--- src/rtl/ssd_scan_ctrl.sv ---
// rtl/ssd_scan_ctrl.sv - multi-digit seven-segment scan controller with double-dabble BCD
//
// Ports:
//   clk, rst          rising-edge clock, synchronous active-high reset
//   value, load       binary value and 1-cycle strobe that starts a conversion
//   blank_lz          blank leading zero digits (digit 0 never blanked)
//   busy              conversion in progress (CONV or UPDATE)
//   ovf               last converted value needs more than DIGITS decimal digits
//   anodes            one-hot digit enable
//   seg               segments {g,f,e,d,c,b,a}
module ssd_scan_ctrl #(
    parameter int DIGITS     = 4,
    parameter int VAL_W      = 16,
    parameter int DIV        = 100000,
    parameter bit ACTIVE_LOW = 1'b1
) (
    input  logic              clk,
    input  logic              rst,
    input  logic [VAL_W-1:0]  value,
    input  logic              load,
    input  logic              blank_lz,
    output logic              busy,
    output logic              ovf,
    output logic [DIGITS-1:0] anodes,
    output logic [6:0]        seg
);
    localparam int NDEC = VAL_W * 302 / 1000 + 1;
    // Scratch is widened to at least DIGITS nibbles so the display copy never
    // reads past it; extra nibbles stay zero and never trigger the +3 step.
    localparam int NS   = (NDEC > DIGITS) ? NDEC : DIGITS;
    localparam int SW   = NS * 4;
    localparam int CW   = (VAL_W > 1) ? $clog2(VAL_W) : 1;
    localparam int PW   = (DIV > 1) ? $clog2(DIV) : 1;
    localparam int IW   = (DIGITS > 1) ? $clog2(DIGITS) : 1;

    typedef enum logic [1:0] {IDLE, CONV, UPDATE} state_t;

    state_t              state;
    logic [VAL_W-1:0]    shreg;
    logic [SW-1:0]       scratch;
    logic [CW-1:0]       bit_cnt;
    logic [3:0]          disp [DIGITS];
    logic [PW-1:0]       presc;
    logic [IW-1:0]       idx;

    logic [SW-1:0]       adj;
    logic [SW+VAL_W-1:0] shifted;
    logic                ovf_next;
    logic [DIGITS-1:0]   lz;
    logic                lz_run;
    logic [3:0]          cur;
    logic [6:0]          pat;
    logic [6:0]          seg_on;
    logic [DIGITS-1:0]   an_on;

    // Double-dabble step: correct nibbles >= 5, then shift {scratch, shreg} left.
    always_comb begin
        adj = scratch;
        for (int k = 0; k < NS; k++) begin
            if (scratch[k*4 +: 4] >= 4'd5)
                adj[k*4 +: 4] = scratch[k*4 +: 4] + 4'd3;
        end
        shifted = {adj, shreg} << 1;
        ovf_next = 1'b0;
        for (int k = DIGITS; k < NS; k++)
            ovf_next = ovf_next | (|scratch[k*4 +: 4]);
    end

    // lz[i] is set when digit i and every more significant digit are zero.
    always_comb begin
        lz_run = 1'b1;
        lz     = '0;
        for (int i = DIGITS - 1; i > 0; i--) begin
            lz_run = lz_run & (disp[i] == 4'd0);
            lz[i]  = lz_run;
        end
    end

    always_comb begin
        cur = disp[idx];
        case (cur)
            4'd0:    pat = 7'h3F;
            4'd1:    pat = 7'h06;
            4'd2:    pat = 7'h5B;
            4'd3:    pat = 7'h4F;
            4'd4:    pat = 7'h66;
            4'd5:    pat = 7'h6D;
            4'd6:    pat = 7'h7D;
            4'd7:    pat = 7'h07;
            4'd8:    pat = 7'h7F;
            4'd9:    pat = 7'h6F;
            default: pat = 7'h00;
        endcase
        if (ovf)
            seg_on = 7'h40;
        else if (blank_lz && lz[idx])
            seg_on = 7'h00;
        else
            seg_on = pat;
        an_on      = '0;
        an_on[idx] = 1'b1;
    end

    always_ff @(posedge clk) begin
        if (rst) begin
            state   <= IDLE;
            busy    <= 1'b0;
            ovf     <= 1'b0;
            shreg   <= '0;
            scratch <= '0;
            bit_cnt <= '0;
            for (int i = 0; i < DIGITS; i++)
                disp[i] <= 4'd0;
            presc   <= '0;
            idx     <= '0;
            anodes  <= {DIGITS{ACTIVE_LOW}};
            seg     <= {7{ACTIVE_LOW}};
        end else begin
            anodes <= ACTIVE_LOW ? ~an_on : an_on;
            seg    <= ACTIVE_LOW ? ~seg_on : seg_on;

            if (presc == PW'(DIV - 1)) begin
                presc <= '0;
                idx   <= (idx == IW'(DIGITS - 1)) ? '0 : idx + 1'b1;
            end else begin
                presc <= presc + 1'b1;
            end

            case (state)
                IDLE: begin
                    if (load) begin
                        shreg   <= value;
                        scratch <= '0;
                        bit_cnt <= '0;
                        busy    <= 1'b1;
                        state   <= CONV;
                    end
                end
                CONV: begin
                    scratch <= shifted[SW+VAL_W-1:VAL_W];
                    shreg   <= shifted[VAL_W-1:0];
                    bit_cnt <= bit_cnt + 1'b1;
                    if (bit_cnt == CW'(VAL_W - 1))
                        state <= UPDATE;
                end
                UPDATE: begin
                    for (int i = 0; i < DIGITS; i++)
                        disp[i] <= scratch[i*4 +: 4];
                    ovf   <= ovf_next;
                    busy  <= 1'b0;
                    state <= IDLE;
                end
                default: state <= IDLE;
            endcase
        end
    end
endmodule

--- config.mk ---
export PLATFORM = sky130hd
export DESIGN_NAME = ssd_scan_ctrl
export DESIGN_NICKNAME = d
export VERILOG_FILES = /design/src/rtl/ssd_scan_ctrl.sv
export SDC_FILE = /design/constraint.sdc
export NUM_CORES = 1
export LEC_CHECK = 0
export BUFFER_PORTS_ARGS = -buffer_cell sky130_fd_sc_hd__buf_2
export CAP_MARGIN = 25
export CELL_PAD_IN_SITES_DETAIL_PLACEMENT = 0
export CELL_PAD_IN_SITES_GLOBAL_PLACEMENT = 1
export CORE_ASPECT_RATIO = 1.5
export CORE_MARGIN = 1
export CORE_UTILIZATION = 49
export DETAILED_ROUTE_END_ITERATION = 16
export HOLD_SLACK_MARGIN = 0.06
export PLACE_DENSITY_LB_ADDON = 0.1
export SLEW_MARGIN = 20
export SYNTH_ARGS = -nofsm -noshare
export SYNTH_HDL_FRONTEND = slang
export SYNTH_SLANG_ARGS = --single-unit
--- constraint.sdc ---
create_clock -name clk -period 5.3 [get_ports clk]
set_input_delay 0.53 -clock clk [delete_from_list [all_inputs] [get_ports clk]]
set_output_delay 0.53 -clock clk [all_outputs]
set_load 0.05 [all_outputs]
==> results of run 1 <==
routing by layer:
layer / share of wire / GRT usage
met5: 0 / 0
met4: 0.022 / 0.0906
met3: 0.028 / 0.0444
met2: 0.51 / 0.358
met1: 0.43 / 0.208
worst max-delay path by stage:
stage | start | end | depth (start not counted)
global route | state[1] | scratch[7] | 6
floorplan | flip-flop | seg[0] | 4
CTS | flip-flop | seg[3] | 4
detailed placement | load | scratch[3] | 7
finish | state[1] | scratch[3] | 6
global placement | load | scratch[11] | 7
sequential cells by signal, summed over array words and instances, names as in the netlist, 4 cells and up, named ones only:
register and count:
anodes 4, bit_cnt 4, disp 16, presc 17, scratch 20, seg 7, shreg 16
cell usage in the layout (no fill, tap or decap), types with 2 or more instances in the layout:
| cell | count |
|---|---|
| dfxtp_1 | 76 |
| clkbuf_16 | 9 |
| a32oi_1 | 5 |
| nor2_1 | 96 |
| nor4_1 | 21 |
| o31ai_1 | 6 |
| buf_4 | 4 |
| xor2_1 | 12 |
| nand2b_1 | 10 |
| inv_1 | 21 |
| nand3_1 | 20 |
| nand2_1 | 23 |
| a21oi_1 | 24 |
| mux4_1 | 2 |
| and3_1 | 2 |
| clkbuf_8 | 3 |
| nand4_1 | 4 |
| o21ai_0 | 14 |
| edfxtp_1 | 16 |
| nor3_1 | 17 |
| ha_1 | 22 |
| xnor2_1 | 12 |
| and2_1 | 13 |
| a31oi_1 | 6 |
| buf_2 | 32 |
| mux2i_1 | 6 |
| mux4_2 | 2 |
| or2_2 | 2 |
cells by family (layout without fill, tap and decap cells):
kind of cell,count (synthesis),in the layout
adders and majority gates,22,22
and+or+nand+nor,212,212
DFF,92,92
xor gates and xnor gates,24,24
muxes,10,10
AOI/OAI and AO/OA,60,60
buffers and inverters,44,73
where the power goes:
part           total [mW]  switching, mW  internal (mW)
registers           0.748         0.0131          0.735
logic               0.117         0.0801         0.0369
clock network       0.656          0.252          0.404
total                1.52          0.345           1.18
through the flow:
step / setup slack [ns] / util / area (um^2) / power [mW]
2_1_floorplan: 3.32 / - / 4190 / 0.850
3_3_place_gp: 2.85 / 0.541 / 4410 / 0.880
3_5_place_dp: 2.82 / 0.541 / 4410 / 0.882
4_1_cts: 3.05 / 0.579 / 4730 / 1.54
5_1_grt: 2.84 / 0.579 / 4730 / 1.58
6_report: 3.08 / 0.579 / 4730 / 1.52
final cells by class:
class,instances,area share
clock buffer,13,0.0572
sequential,92,0.424
tap,105,0.0278
inverter,21,0.0167
timing repair buffer,36,0.0402
multi-input combinational,328,0.425
clock inverter,3,0.00927
worst register-to-register path: cells and delay by family (launching register included):
| kind | cells | cell delay, ns |
|---|---|---|
| compound gates | 2 | 0.35 |
| flops | 1 | 0.35 |
| simple gates | 3 | 1.14 |
| buf+inv | 1 | 0.26 |
==> results.toml, run 1 <==
[die]
start_util = 0.513
rows = 40
pin_count = 33
die-area_mm2 = 0.00892
die_y_um = 115
core_area_mm2 = 0.00816
die_x_um = 77.5

[clocking]
cts.sinks = 92
cts-buffers-inserted = 9
cts_resized = 0
cts_setup_buffers = 0
clkTransAtPathRegs_ns = 0.06
cts_tree = "built"
worstSkewPairLatency_ns = 0.34
clockRootBuffer = "clkbuf_16"
ctsHoldBuffers = 0
cts_max_level = 3
cts_buffer_depth = 2

[detailed_routing]
vias = 3160
drtAntennaViolNets = 0
via_per_inst = 5.28
wl_um = 7930
dr.pass1.iters = 4
route.detailed.drc = 0
drt_iter0_drc = 105
routedWlPerCell_um = 13.3

[critical_path]
crit_path_end_kind = "flip-flop"
worstSetupStartpointType = "flip-flop"
criticalPathCategory = "reg2reg"
timing.rr.end = "scratch[3]"
crit_path_top_delay_cell = "nand2_1"
worstPathCellList = "or3b_2, buf_4, nand2_1, o31ai_1, a32oi_1, nor2_1"
r2r-start = "state[1]"
max_stage_delay_ns = 0.59
worst-path-max-fanout = 36
critical-path-top-delay-family = "simple AND/OR/NAND/NOR gates"
crit_arrival_ns = 2.42
critPathRequiredTime_ns = 5.50
regToRegSetupSlack_ns = 3.08
crit_buf_inv = 1
ff2ff_path_depth = 6

[synthesis]
synth_top_family_by_area = "simple AND/OR/NAND/NOR gates"
ys_warn_count = 0
ys.flop_type = "dfxtp_1"
synthSimpleGateAreaFrac = 0.237
synth.top_cell.area_share = 0.364
synth_area_leaders = "dfxtp_1, edfxtp_1, nor2_1"
syn-cell-area_mm2 = 0.00419
yosys.area_share.adder = 0.0658
async_flop_share = 0
ys_seq_area_frac = 0.478
yosysMostFrequentCell = "nor2_1"
synth_xor_area_frac = 0.0502
synth-edff-count = 16
synth_seq_cells = 92
synth_common_cells = "nor2_1, dfxtp_1, a21oi_1"
synth_mux_area_frac = 0.0377
synth.avg_cell_area_um2 = 9.02
syn_inst = 464
yosysUniqueCellTypes = 36
synth_top_cell_by_area = "dfxtp_1"
synth_compound_area_frac = 0.0897
syn-num-nets = 506

[timing]
setup_viol = 0
relSlewSlack = 0.510
drv_slew = 0
clock.fmax_ghz = 0.451
rsz0062_at_grt = "false"
fin_tns_setup_ns = 0
timing.final.crit_period_ns = 2.22
tightest_slew_ns = 0.733
clock_skew_ns = 0.00453
fin_crit_sh = 0.419
hold-worst-slack_ns = 0.442
hold_viol = 0

[flow_run]
drv_cap = 0

[final_layout]
area_growth_pct = 12.9
antenna_cells = 0
nets = 530
seq_area_mm2 = 0.00200
drive_gt1_frac = 0.118
multi_input_area_mm2 = 0.00201
nFillCells = 755
instances_no_fill = 598

[placed_design]
portBuffers = 32
gp_congestion = 0.781
placed_cells = 582
hpwlAfterDp_um = 5420

[grt]
grt_start_max_net_pins = 47
antenna_found_initial = 0
grt-ovfl-total = 0
grt_usage = 0.194
grt_pass1_wl_um = 13600
grt_pass1_vias = 3018

[hold_path]
hold_start = "load"
hold_class = "in2reg"
hold_end = "busy"
hold_depth = 3

[power_and_ir_drop]
ir_drop_mv = 0.225
p_leak_nw = 1.82
pwr_density_cell_mw_per_mm2 = 322

[status]
outcome = "completed"
Note: power is estimated with default switching activity, not from simulation.
==> run 2: changes to the inputs <==
--- a/config.mk
+++ b/config.mk
@@ -5,13 +5,14 @@
 export SDC_FILE = /design/constraint.sdc
 export NUM_CORES = 1
 export LEC_CHECK = 0
+export ABC_AREA = 1
 export BUFFER_PORTS_ARGS = -buffer_cell sky130_fd_sc_hd__buf_2
 export CAP_MARGIN = 25
 export CELL_PAD_IN_SITES_DETAIL_PLACEMENT = 0
 export CELL_PAD_IN_SITES_GLOBAL_PLACEMENT = 1
 export CORE_ASPECT_RATIO = 1.5
 export CORE_MARGIN = 1
-export CORE_UTILIZATION = 49
+export CORE_UTILIZATION = 45
 export DETAILED_ROUTE_END_ITERATION = 16
 export HOLD_SLACK_MARGIN = 0.06
 export PLACE_DENSITY_LB_ADDON = 0.1
==> constraint.sdc (replaced) <==
create_clock -name clk -period 2.2 [get_ports clk]
set_input_delay 0.22 -clock clk [delete_from_list [all_inputs] [get_ports clk]]
set_output_delay 0.22 -clock clk [all_outputs]
set_load 0.05 [all_outputs]
==> run 2 against run 1 <==
- area after synthesis is 4.8% higher
- synthesized cell count is 18% higher
- clock power grew to 2.6 times the previous value
- critical path type unchanged
==> results.toml, run 2 <==
[status]
outcome = "completed"

[die]
start_util = 0.468
die-area_mm2 = 0.0101
die_y_um = 123
die_x_um = 82.6
rows = 43
pin_count = 33
core_area_mm2 = 0.00936

[hold_path]
hold_depth = 3
hold_start = "value[0]"
hold_class = "in2reg"
hold_end = "shreg[0]"

[detailed_routing]
routedWlPerCell_um = 12.3
route.detailed.drc = 0
wl_um = 8560
drtAntennaViolNets = 0
via_per_inst = 5.10
drt_iter0_drc = 122
dr.pass1.iters = 4
vias = 3552

[timing]
layout_setup_ws_ns = 0.418
hold-worst-slack_ns = 0.137
clock.fmax_ghz = 0.561
rsz0062_at_grt = "false"
clock_skew_ns = 0.00420
setup_viol = 0
drv_slew = 0
fin_tns_setup_ns = 0
relSlewSlack = 0.666
hold_viol = 0
timing.final.crit_period_ns = 1.78
tightest_slew_ns = 0.500
fin_crit_sh = 0.810

[synthesis]
synth_area_leaders = "dfxtp_1, edfxtp_1, nand2_1"
synth_top_cell_by_area = "dfxtp_1"
ys.flop_type = "dfxtp_1"
syn-num-nets = 589
synth_seq_cells = 92
yosysMostFrequentCell = "nand2_1"
yosysUniqueCellTypes = 39
synth_common_cells = "nand2_1, dfxtp_1, inv_1"
synth.avg_cell_area_um2 = 8.02
synth-edff-count = 16
ys_warn_count = 0
synth.top_cell.area_share = 0.347
syn_inst = 547
syn-cell-area_mm2 = 0.00438
async_flop_share = 0
ys_seq_area_frac = 0.457

[clocking]
cts-buffers-inserted = 9
clkTransAtPathRegs_ns = 0.06
cts_resized = 0
ctsHoldBuffers = 0
cts.sinks = 92
cts_setup_buffers = 0
cts_tree = "built"
cts_buffer_depth = 2
worstSkewPairLatency_ns = 0.33
clockRootBuffer = "clkbuf_16"
cts_max_level = 3

[power_and_ir_drop]
power_frac_seq = 0.477
p_comb_frac = 0.072
ir_drop_mv = 0.564
pwr_density_cell_mw_per_mm2 = 757
p_leak_nw = 2.00
internal-power_mw = 2.94
swShare = 0.221
clockPowerShare = 0.451
power.switching_mw = 0.836

[critical_path]
critical-path-top-delay-family = "simple AND/OR/NAND/NOR gates"
worstSetupStartpointType = "flip-flop"
crit_arrival_ns = 2.00
worst-path-max-fanout = 10
path_common_cell = "nand2_1"
crit_path_top_delay_cell = "dfxtp_1"
crit_path_end_kind = "flip-flop"
worstPathCellList = "inv_4, nand2_1, nand3_1, nand2_1, inv_1, ha_1, nand3b_1, nand3_1, nand3_1, nand2_1, nand2_1"
crit_buf_inv = 2
max_stage_delay_ns = 0.54
criticalPathCategory = "reg2reg"
critPathRequiredTime_ns = 2.42
regToRegSetupSlack_ns = 0.42
timing.rr.end = "seg[6]"
ff2ff_path_depth = 11

[final_layout]
largestRegisters = "scratch (20), presc (17)"
layout_commonest_cell = "nand2_1"
area_growth_pct = 13.8
drive_gt1_frac = 0.147
antenna_cells = 0
design_area_mm2 = 0.00499
largest_reg_flops = 20
top_register = "scratch"
instances_no_fill = 697
nets = 622
final_cell_mix = "nand2_1, dfxtp_1, inv_1"

[placed_design]
place_ws_ns = 0.427
hpwlAfterDp_um = 6250
portBuffers = 32
dpl_cell_area_mm2 = 0.00465
placed_cells = 681
gp_congestion = 0.770

[grt]
grt_usage = 0.194
grt_pass1_vias = 3444
grt-ovfl-total = 0
grt_pass1_wl_um = 15100
antenna_found_initial = 0
grt_start_max_net_pins = 30

[flow_run]
drv_cap = 0
run 2: cell count changes after synthesis, sizes merged, moves of 19 or more:
cell | before | now
nand2 | 23 | 120
inv | 21 | 68
nor2 | 96 | 57
a21oi | 24 | 55
nor4 | 21 | 0
clkbuf | 21 | 2
run 2: kinds of logic (layout without fill, tap and decap cells):
kind of cell | after synthesis | count (layout) | share of synthesized area
flops | 92 | 92 | 0.457
compound gates | 99 | 99 | 0.131
simple gates | 240 | 240 | 0.249
fa+ha+maj | 22 | 22 | 0.0628
xor+xnor | 10 | 10 | 0.0200
buf+inv | 84 | 122 | 0.0805
run 2: cell type report:
cell class                      count  area, um^2
Sequential cell                    92        2000
Multi-Input combinational cell    371        2030
Tap cell                          112         140
Inverter                           68         258
Fill cell                         937        4370
Timing Repair Buffer               38         218
Clock buffer                       14         307
Clock inverter                      2        35.0
run 2: per-stage QoR:
step / util / total power [mW]
6_report: 0.533 / 3.78
5_1_grt: 0.533 / 3.93
4_1_cts: 0.533 / 3.82
3_5_place_dp: 0.496 / 2.11
3_3_place_gp: 0.496 / 2.11
2_1_floorplan: - / 2.03
run 2: worst max-delay path by stage:
stage / from / endpoint / slack (ns) / cells after the start
after floorplan: state[1] / disp[0][0] / 0.18 / 2
after global placement: flip-flop / seg[6] / 0.49 / 11
after detailed placement: flip-flop / seg[6] / 0.43 / 11
after CTS: flip-flop / seg[6] / 0.41 / 11
after global routing: flip-flop / seg[6] / 0.23 / 11
final: flip-flop / seg[6] / 0.42 / 11
run 2: per-layer routing:
layer	wire (um)	vias up	track usage	share of wire
met3	140	10	0.0376	0.016
met5	0	-	0	0
met4	160	0	0.0819	0.019
li1	-	1870	-	-
met1	3770	1632	0.210	0.44
met2	4490	40	0.358	0.52
run 2: worst min-delay path: cells and delay by family:
| kind | cells | cell delay [ns] |
|---|---|---|
| buf+inv | 1 | 0.09 |
| compound gates | 1 | 0.06 |
| simple gates | 1 | 0.05 |
run 2: power groups by stage:
stage | Combinational, mW | Sequential, mW | Clock, mW
CTS | 0.276 | 1.80 | 1.74
global placement | 0.271 | 1.84 | 0
detailed placement | 0.275 | 1.84 | 0
floorplan | 0.164 | 1.87 | 0
finish | 0.272 | 1.80 | 1.70
global route | 0.309 | 1.81 | 1.81
